**config.mk**
```make
export PLATFORM = sky130hd
export DESIGN_NAME = if_id_fetch
export DESIGN_NICKNAME = d
export VERILOG_FILES = /design/src/rtl/if_id_fetch.sv
export SDC_FILE = /design/constraint.sdc
export NUM_CORES = 1
export LEC_CHECK = 0
export ABC_AREA = 0
export BUFFER_PORTS_ARGS = -buffer_cell sky130_fd_sc_hd__buf_2
export CORE_UTILIZATION = 44
export CTS_BUF_LIST = sky130_fd_sc_hd__clkbuf_16
export DETAILED_ROUTE_END_ITERATION = 8
export PLACE_DENSITY = 0.88
export SLEW_MARGIN = 10
export SYNTH_ARGS = -nofsm -noshare
export SYNTH_HDL_FRONTEND = slang
export SYNTH_SLANG_ARGS = --single-unit
```
**constraint.sdc**
```tcl
create_clock -name Clk -period 1.8 [get_ports Clk]
set_input_delay 0.36 -clock Clk [delete_from_list [all_inputs] [get_ports Clk]]
set_output_delay 0.36 -clock Clk [all_outputs]
set_load 0.005 [all_outputs]
```
**src/rtl/if_id_fetch.sv**
```systemverilog
// Fetch-stage control for the single-issue MIPS datapath: next-PC selection,
// a held redirect across stalls, and the IF/ID pipeline register.
//
// state   | meaning
// IDLE    | no redirect waiting
// PENDING | a redirect arrived during a stall; target held until release
module if_id_fetch #(
    parameter logic [31:0] RESET_PC   = 32'h0000_0000,
    parameter logic [31:0] NOP_INSTR  = 32'h0000_0000,
    parameter bit          DELAY_SLOT = 1'b0
) (
    input  logic        Clk,
    input  logic        Reset,
    input  logic [31:0] PCResult,
    input  logic [31:0] Instruction,
    input  logic        Stall,
    input  logic        BranchTaken,
    input  logic [31:0] BranchTarget,
    input  logic        Jump,
    input  logic [31:0] JumpTarget,
    output logic [31:0] Address,
    output logic [31:0] IF_ID_Instr,
    output logic [31:0] IF_ID_PCPlus4,
    output logic        IF_ID_Valid,
    output logic        RedirectPending
);

    typedef enum logic {IDLE = 1'b0, PENDING = 1'b1} state_t;

    state_t      state, state_next;
    logic [31:0] pend_target;
    logic [31:0] pc_plus4;
    logic [31:0] jump_aligned;
    logic [31:0] branch_aligned;
    logic [31:0] live_target;
    logic        live_redirect;
    logic        redirect_applied;

    assign pc_plus4       = PCResult + 32'd4;
    assign jump_aligned   = {JumpTarget[31:2], 2'b00};
    assign branch_aligned = {BranchTarget[31:2], 2'b00};
    assign live_redirect  = Jump | BranchTaken;
    assign live_target    = Jump ? jump_aligned : branch_aligned;
    assign redirect_applied = !Stall && (live_redirect || (state == PENDING));

    always_ff @(posedge Clk) begin
        if (Reset)
            state <= IDLE;
        else
            state <= state_next;
    end

    always_comb begin
        state_next = state;
        case (state)
            IDLE:    if (Stall && live_redirect) state_next = PENDING;
            PENDING: if (!Stall) state_next = IDLE;
            default: state_next = IDLE;
        endcase
    end

    always_comb begin
        RedirectPending = (state == PENDING);
    end

    // The latest redirect seen during a stall wins; cleared once the stall releases.
    always_ff @(posedge Clk) begin
        if (Reset)
            pend_target <= 32'h0;
        else if (Stall && live_redirect)
            pend_target <= live_target;
        else if (!Stall)
            pend_target <= 32'h0;
    end

    always_comb begin
        Address = pc_plus4;
        if (Reset)
            Address = RESET_PC;
        else if (Stall)
            Address = PCResult;
        else if (live_redirect)
            Address = live_target;
        else if (state == PENDING)
            Address = pend_target;
    end

    always_ff @(posedge Clk) begin
        if (Reset) begin
            IF_ID_Instr   <= NOP_INSTR;
            IF_ID_PCPlus4 <= 32'h0;
            IF_ID_Valid   <= 1'b0;
        end else if (!Stall) begin
            IF_ID_PCPlus4 <= pc_plus4;
            if (redirect_applied && !DELAY_SLOT) begin
                IF_ID_Instr <= NOP_INSTR;
                IF_ID_Valid <= 1'b0;
            end else begin
                IF_ID_Instr <= Instruction;
                IF_ID_Valid <= 1'b1;
            end
        end
    end

endmodule

```
==> summary.md, run 1 <==
| Metric | Value |
|---|---|
| Avg Vias per Cell | approximately 6.2 |
| CP Buf/Inv Count | 2 |
| Req. time, crit path | 1440 ps |
| # IOs | approximately 230 |
| Worst Max-Slew Pin Slew | 476.5 ps |
| Critical Path AT | ~2100 ps |
| Ys async rst share | 0 |
| Critical Path Fanout Max | 8 |
| Nets | 1129 |
| Leakage Power | approximately 4 nW |
| Final slew viol count | 0 |
| DR DRC count | 12 |
| Syn Std Cell Area | 5310 um^2 |
| RSZ-0062 raised after global routing | true |
| Register area share after synthesis | 0.3619 |
| First-pass GRT wire length | around 33000 um |
| Global-route usage over all layers | 0.3349 |
| Seq cells post-synth | 96 |
| Total vias in the final route | between 7000 and 8000 |
| Wire per inst | around 21 um |
| Met2 Routed Length | 10810 um |
| Status | complete, but fails checks |
| Final setup viols | 32 |
| Max layer used | met4 |
| CP startpoint kind | flop |
| Crit share post-route | 1.368 |
| Routed Antenna Nets | 0 |
| Final Power | between 5 and 6 mW |
| Final hold viol count | 0 |
| Reg clk slew, reported paths | approximately 70 ps |
| Yosys warning total | 0 |
| # hold bufs at CTS | 0 |
| Grt total ovfl | 0 |
| WL met1 | between 8000 and 9000 um |
| Post-Route WL | roughly 24000 um |
| Power Density | approximately 650 nW/um^2 |
| Buffers added on ports | 226 |
| Kind of cell adding the most delay to the critical path | simple AND/OR/NAND/NOR gates |
| Max-Cap Viols | 0 |
| Final min period | around 2500 ps |
| Peak Freq | between 400 and 500 MHz |
| Die span in x | 111.9 um |
| Initial antenna violation count | 0 |
| First DRT Iteration DRCs | between 900 and 1000 |
| DR pass1 iterations | 9 |
| Core area | around 12000 um^2 |
| Distinct cell type count of the synthesized netlist | 58 |
| Largest buffer count on any clock path | 2 |
| Worst Hold Class | input pin to flop |
| Initial core utilization | 0.4592 |
| Clock sinks | 96 |
| Cells along the critical path | or3b_4 > buf_4 > nor2_4 > nor4_2 > a21o_1 > a22o_1 > buf_2 |
| CTS H-Tree Depth | 3 |
| CTS tree | built |
| Crit. End Element | primary output |
| Slowest cell on crit path | or3b_4 |
| Row Count | 39 |
| Top_reg_cell synth | dfxtp_1 |
| Metal3 WL | roughly 3000 um |
| Net count after synthesis | ~780 |
| Full die area | between 10000 and 15000 um^2 |
| Largest net degree at the start of global routing | between 40 and 50 |
| Post-DP HPWL | about 15000 um |
| Kind of critical path | flop to primary output |
| Relative slew margins | 0.6797 |
| Worst VDD drop | 0.0004995 V |
| Worst Clk Skew | around 7.4 ps |
| Clk_lat worst skew | between 300 and 400 ps |
| CTS Buf Count | 9 |
| Hold Slack | 206.6 ps |
| Gpl congestion | about 0.9 |
| Failing checks | design-rule violations, negative setup slack |
| Share of cells above drive strength 1 | 0.4990 |
| Post-route setup slack | -662.5 ps |
| CP peak stage delay | about 460 ps |
| Post-synth EDFFs | 0 |
| Vias in the first global route | 6327 |
| Die Y | about 110 um |
| Mapped Avg Cell Area | ~8.2 um^2 |
| Area growth syn-to-layout | 63.55% |
| Root buffer cell | clkbuf_16 |
| Count of mapped cells out of synthesis | 648 |
## path summary, 6_finish.rpt
check                  startpoint              end  slack, ps  depth (start not counted)
setup / recovery  RedirectPending      Address[13]       -660                          7
hold / removal    Instruction[14]  IF_ID_Instr[14]        210                          2
setup reg to reg  RedirectPending  IF_ID_Instr[28]        100                          9
hold reg to reg       IF_ID_Valid      IF_ID_Valid        450                          1
## worst reg2reg max path, stage by stage (launching register included)
cell and delay, ps:
dfxtp_4 360, buf_4 140, buf_12 140, clkinvlp_4 110, nand2_2 80, buf_4 180
buf_4 140, nor2_2 120, buf_12 200, a22o_1 170
## where the power goes
| part | leakage [nW] | total [mW] | internal [mW] | switching, mW |
|---|---|---|---|---|
| clock | 0.144 | 1.89 | 0.970 | 0.925 |
| combinational | 3.06 | 1.45 | 0.670 | 0.778 |
| sequential | 0.788 | 2.29 | 2.22 | 0.0671 |
## cell usage after synthesis, types with 7 or more instances
master	number	share of area
clkbuf_1	43	0.030
nor2b_1	13	0.015
o2bb2ai_1	11	0.018
o221ai_1	15	0.025
and3_1	8	0.0094
xnor2_1	24	0.040
a21oi_1	36	0.034
nand2b_1	7	0.0082
a211oi_1	39	0.055
inv_1	16	0.011
dfxtp_1	96	0.36
o21ai_0	35	0.033
mux2i_1	28	0.053
a22o_1	34	0.056
nor2_1	81	0.057
nor4_1	10	0.012
nor3_1	9	0.0085
nand2_1	46	0.033
nand3_1	11	0.010
## metrics by stage
| step | TNS (ps) | setup WS, ps | std cells | instance area, um^2 | utilization |
|---|---|---|---|---|---|
| 3_3_place_gp | -11670 | -475.9 | 1104 | 7599 | 0.6570 |
| 3_5_place_dp | -13040 | -462.2 | 1104 | 7599 | 0.6570 |
| 5_1_grt | -15570 | -653.6 | 1143 | 8680 | 0.7505 |
| 2_1_floorplan | -542.7 | -69.09 | 648 | 5494 | - |
| 4_1_cts | -12110 | -497.4 | 1123 | 8230 | 0.7117 |
| 6_report | -14790 | -662.5 | 1145 | 8685 | 0.7509 |
## cell usage in the layout, fill, tap and decap left out, types with 7 or more instances in the layout
master	instances
dfxtp_1	95
a22o_1	34
o221ai_4	10
inv_1	16
buf_6	16
o21ai_0	13
nor4_4	7
nand2_1	45
o21ai_2	13
mux2i_1	28
buf_4	143
nand2b_1	7
nor2b_1	13
a21oi_1	30
o21ai_1	14
a211oi_1	39
xnor2_1	23
clkbuf_16	9
buf_2	224
nor2_1	69
nor2_4	9
nand3_1	10
nor3_1	7
## sequential cells by signal (all words and copies together), names as in the netlist
register         count
pend_target         30
IF_ID_Valid          1
IF_ID_Instr         32
IF_ID_PCPlus4       32
RedirectPending      1
## timing repair
item,in CTS,in global routing
setup buffers,6,20
resized for setup,68,65
pin swaps,19,25
cloned,1,0
endpoints found under the setup margin,32,32
## cells by family after synthesis
kind of cell / after synthesis / synth area share
fa+ha+maj: 1 / 0.002356
xor+xnor: 27 / 0.04453
mux: 28 / 0.05278
compound gates: 208 / 0.2738
simple gates: 217 / 0.2114
buf+inv: 71 / 0.05325
flops: 96 / 0.3619
## final cells by class
type                            count  area (um^2)
Tap cell                          143        178.9
Inverter                           18        72.57
Sequential cell                    96         1926
Antenna cell                        2        5.005
Multi-Input combinational cell    482         3750
Clock buffer                        9        225.2
Clock inverter                      7        62.56
Timing Repair Buffer              388         2465
Fill cell                         714         2880
## routing by layer
layer,track usage,up-vias
li1,-,3075
met1,0.4138,3187
met2,0.5371,624
met3,0.08764,179
met4,0.1721,0
met5,0,-
Note: power is estimated with default switching activity, not from simulation.
==> run 2, diff against run 1 <==
Settings changed: SETUP_SLACK_MARGIN from default to 0.5.
==> summary.md, run 2 (same netlist as run 1, synthesis figures left out) <==
| Metric | Value |
|---|---|
| Vias in the first global route | 6600 (+4.3%) |
| Root buffer cell | clkbuf_16 |
| Worst VDD drop | 0.0008312 V (+66%) |
| Leakage Power | 4.222 nW (+5.8%) |
| Slowest cell on crit path | dfxtp_4 |
| CP Buf/Inv Count | 5 (+3) |
| Peak Freq | 419.3 MHz (+3.2%) |
| CP startpoint kind | flop |
| Setup TNS | -13190 ps (+1598 ps) |
| Area growth syn-to-layout | 71.18% |
| CP peak stage delay | 360 ps (-100 ps) |
| Cells along the critical path | buf_4 > buf_8 > buf_8 > nor3_2 > buf_4 > o21ai_0 > a22o_1 > buf_2 |
| Max-Cap Viols | 0 (unchanged) |
| Die span in x | 111.9 um (unchanged) |
| Largest buffer count on any clock path | 2 (unchanged) |
| Grt total ovfl | 0 (unchanged) |
| Req. time, crit path | 1440 ps (about the same) |
| CTS H-Tree Depth | 3 (unchanged) |
| First-pass GRT wire length | 33170 um (+0.88%) |
| Crit share post-route | 1.325 (-0.04297) |
| CTS Buf Count | 9 (unchanged) |
| Critical Path AT | 2030 ps (-70 ps) |
| # IOs | 231 (unchanged) |
| R2r endpoint | IF_ID_Instr[28] |
| Critical Path Fanout Max | 6 (-2) |
| First DRT Iteration DRCs | 604 (-33%) |
| Min-Delay Path Depth | 2 (unchanged) |
| Final slew viol count | 0 (unchanged) |
| Wire per inst | 20.70 um (-0.45%) |
| Worst Max-Slew Pin Slew | 407.1 ps (-69.44 ps) |
| Post-Route WL | 23510 um (-1.2%) |
| Status | complete, but fails checks |
| Reg2reg start | RedirectPending |
| Clock sinks | 96 (unchanged) |
| R2R setup slack | 270 ps (+170 ps) |
| CP startpoint | RedirectPending |
| Nets | 1123 (-0.53%) |
| Worst Clk Skew | 2.450 ps (-4.945 ps) |
| Core area | 11560 um^2 (unchanged) |
| Reg clk slew, reported paths | 70 ps (about the same) |
| Largest net degree at the start of global routing | 34 (-19%) |
| Clk_lat worst skew | 360 ps (about the same) |
| Final setup viols | 32 (unchanged) |
| Post-route setup slack | -585.2 ps (+77.35 ps) |
| Kind of cell adding the most delay to the critical path | buffers and inverters |
| Gpl congestion | 0.9664 (+6.4%) |
| Final min period | 2385 ps (-77.35 ps) |
| Total vias in the final route | 6866 (-2.8%) |
| Post-DP HPWL | 14750 um (+0.11%) |
| Worst Hold Class | input pin to flop |
| Hold Slack | 204.2 ps (-2.453 ps) |
| Relative slew margins | 0.7261 (+0.04644) |
| Worst reg-to-reg path cell count | 9 (unchanged) |
| Row Count | 39 (unchanged) |
| CTS tree | built |
| Commonest non-fill, non-tap cell in the layout | buf_2 |
| DR DRC count | 14 (+2) |
| Filler instances | 723 (+1.3%) |
| # hold bufs at CTS | 0 (unchanged) |
| Initial core utilization | 0.4592 (unchanged) |
| Crit. End Element | primary output |
| Commonest cells after routing, fill and taps aside | buf_2 (212), buf_4 (109), dfxtp_1 (95) |
| Share of cells above drive strength 1 | 0.5307 (+0.03172) |
| Initial antenna violation count | 0 (unchanged) |
| RSZ-0062 raised after global routing | true |
| Power Density | 619.5 nW/um^2 (-4.5%) |
| Diode count | 0 (-2) |
| Failing checks | design-rule violations, negative setup slack |
| DR pass1 iterations | 8 (-1) |
| Global-route usage over all layers | 0.3418 (+0.006853) |
| Avg Vias per Cell | 6.044 (-2.0%) |
| Routed Antenna Nets | 0 (unchanged) |
| Buffers added on ports | 226 (unchanged) |
| Worst path depth | 8 (+1) |
| Kind of critical path | flop to primary output |
| Final hold viol count | 0 (unchanged) |
| Full die area | 12510 um^2 (unchanged) |
| Die Y | 111.9 um (unchanged) |
| Final core occ | 0.7860 (+0.03505) |
| Largest registers | IF_ID_Instr (32), IF_ID_PCPlus4 (32), pend_target (30) |
| Worst setup path endpoint | Address[11] |
run 2: changes by cell type in the layout (fill, tap and decap cells not counted), sizes merged:
cell and delta:
buf -10, clkinv -3, clkbuf +2, diode -2, clkinvlp +1, inv +1, nand2 +1, or3b +1
run 2: metrics by stage:
stage	power, mW	setup slack [ps]	instance area [um^2]	std cells
2_1_floorplan	2.878	-65.49	5612	648
4_1_cts	5.441	-445.2	8463	1118
3_3_place_gp	3.463	-329.3	7629	1090
3_5_place_dp	3.495	-367.3	7629	1090
6_report	5.631	-585.2	9090	1136
5_1_grt	5.807	-600.9	9090	1136
run 2: worst min-delay path by stage:
stage               startpoint         endpoint  slack [ps]
3_3_place_gp       IF_ID_Valid      IF_ID_Valid         430
5_1_grt        Instruction[20]  IF_ID_Instr[20]         200
3_5_place_dp    pend_target[4]   pend_target[4]         450
4_1_cts        Instruction[11]  IF_ID_Instr[11]         200
2_1_floorplan  pend_target[19]  pend_target[19]         430
6_report       Instruction[11]  IF_ID_Instr[11]         200
run 2: power breakdown:
part | internal [mW] | switching (mW)
Combinational | 0.698 | 0.768
Clock | 0.953 | 0.928
Sequential | 2.22 | 0.0633
Total | 3.87 | 1.76
run 2: layout make-up:
type	instances	area [um^2]	share of cell area
Tap cell	143	178.9	0.01968
Inverter	18	78.83	0.008672
Sequential cell	96	1926	0.2118
Clock inverter	6	51.30	0.005643
Timing Repair Buffer	380	2706	0.2977
Multi-Input combinational cell	484	3924	0.4317
Clock buffer	9	225.2	0.02478
run 2: metal layers:
layer / part of all wire / wire, um / track usage
met1: 0.34 / 8068 / 0.3719
met2: 0.51 / 12010 / 0.6025
met3: 0.092 / 2164 / 0.09145
met4: 0.054 / 1267 / 0.1874
met5: 0 / 0 / 0
run 2: repair_timing:
action / CTS / global route
gates cloned: 3 / 3
buffers inserted: 10 / 15
endpoints found under the setup margin: 85 / 108
gates resized for setup: 93 / 92
pin swaps: 26 / 29
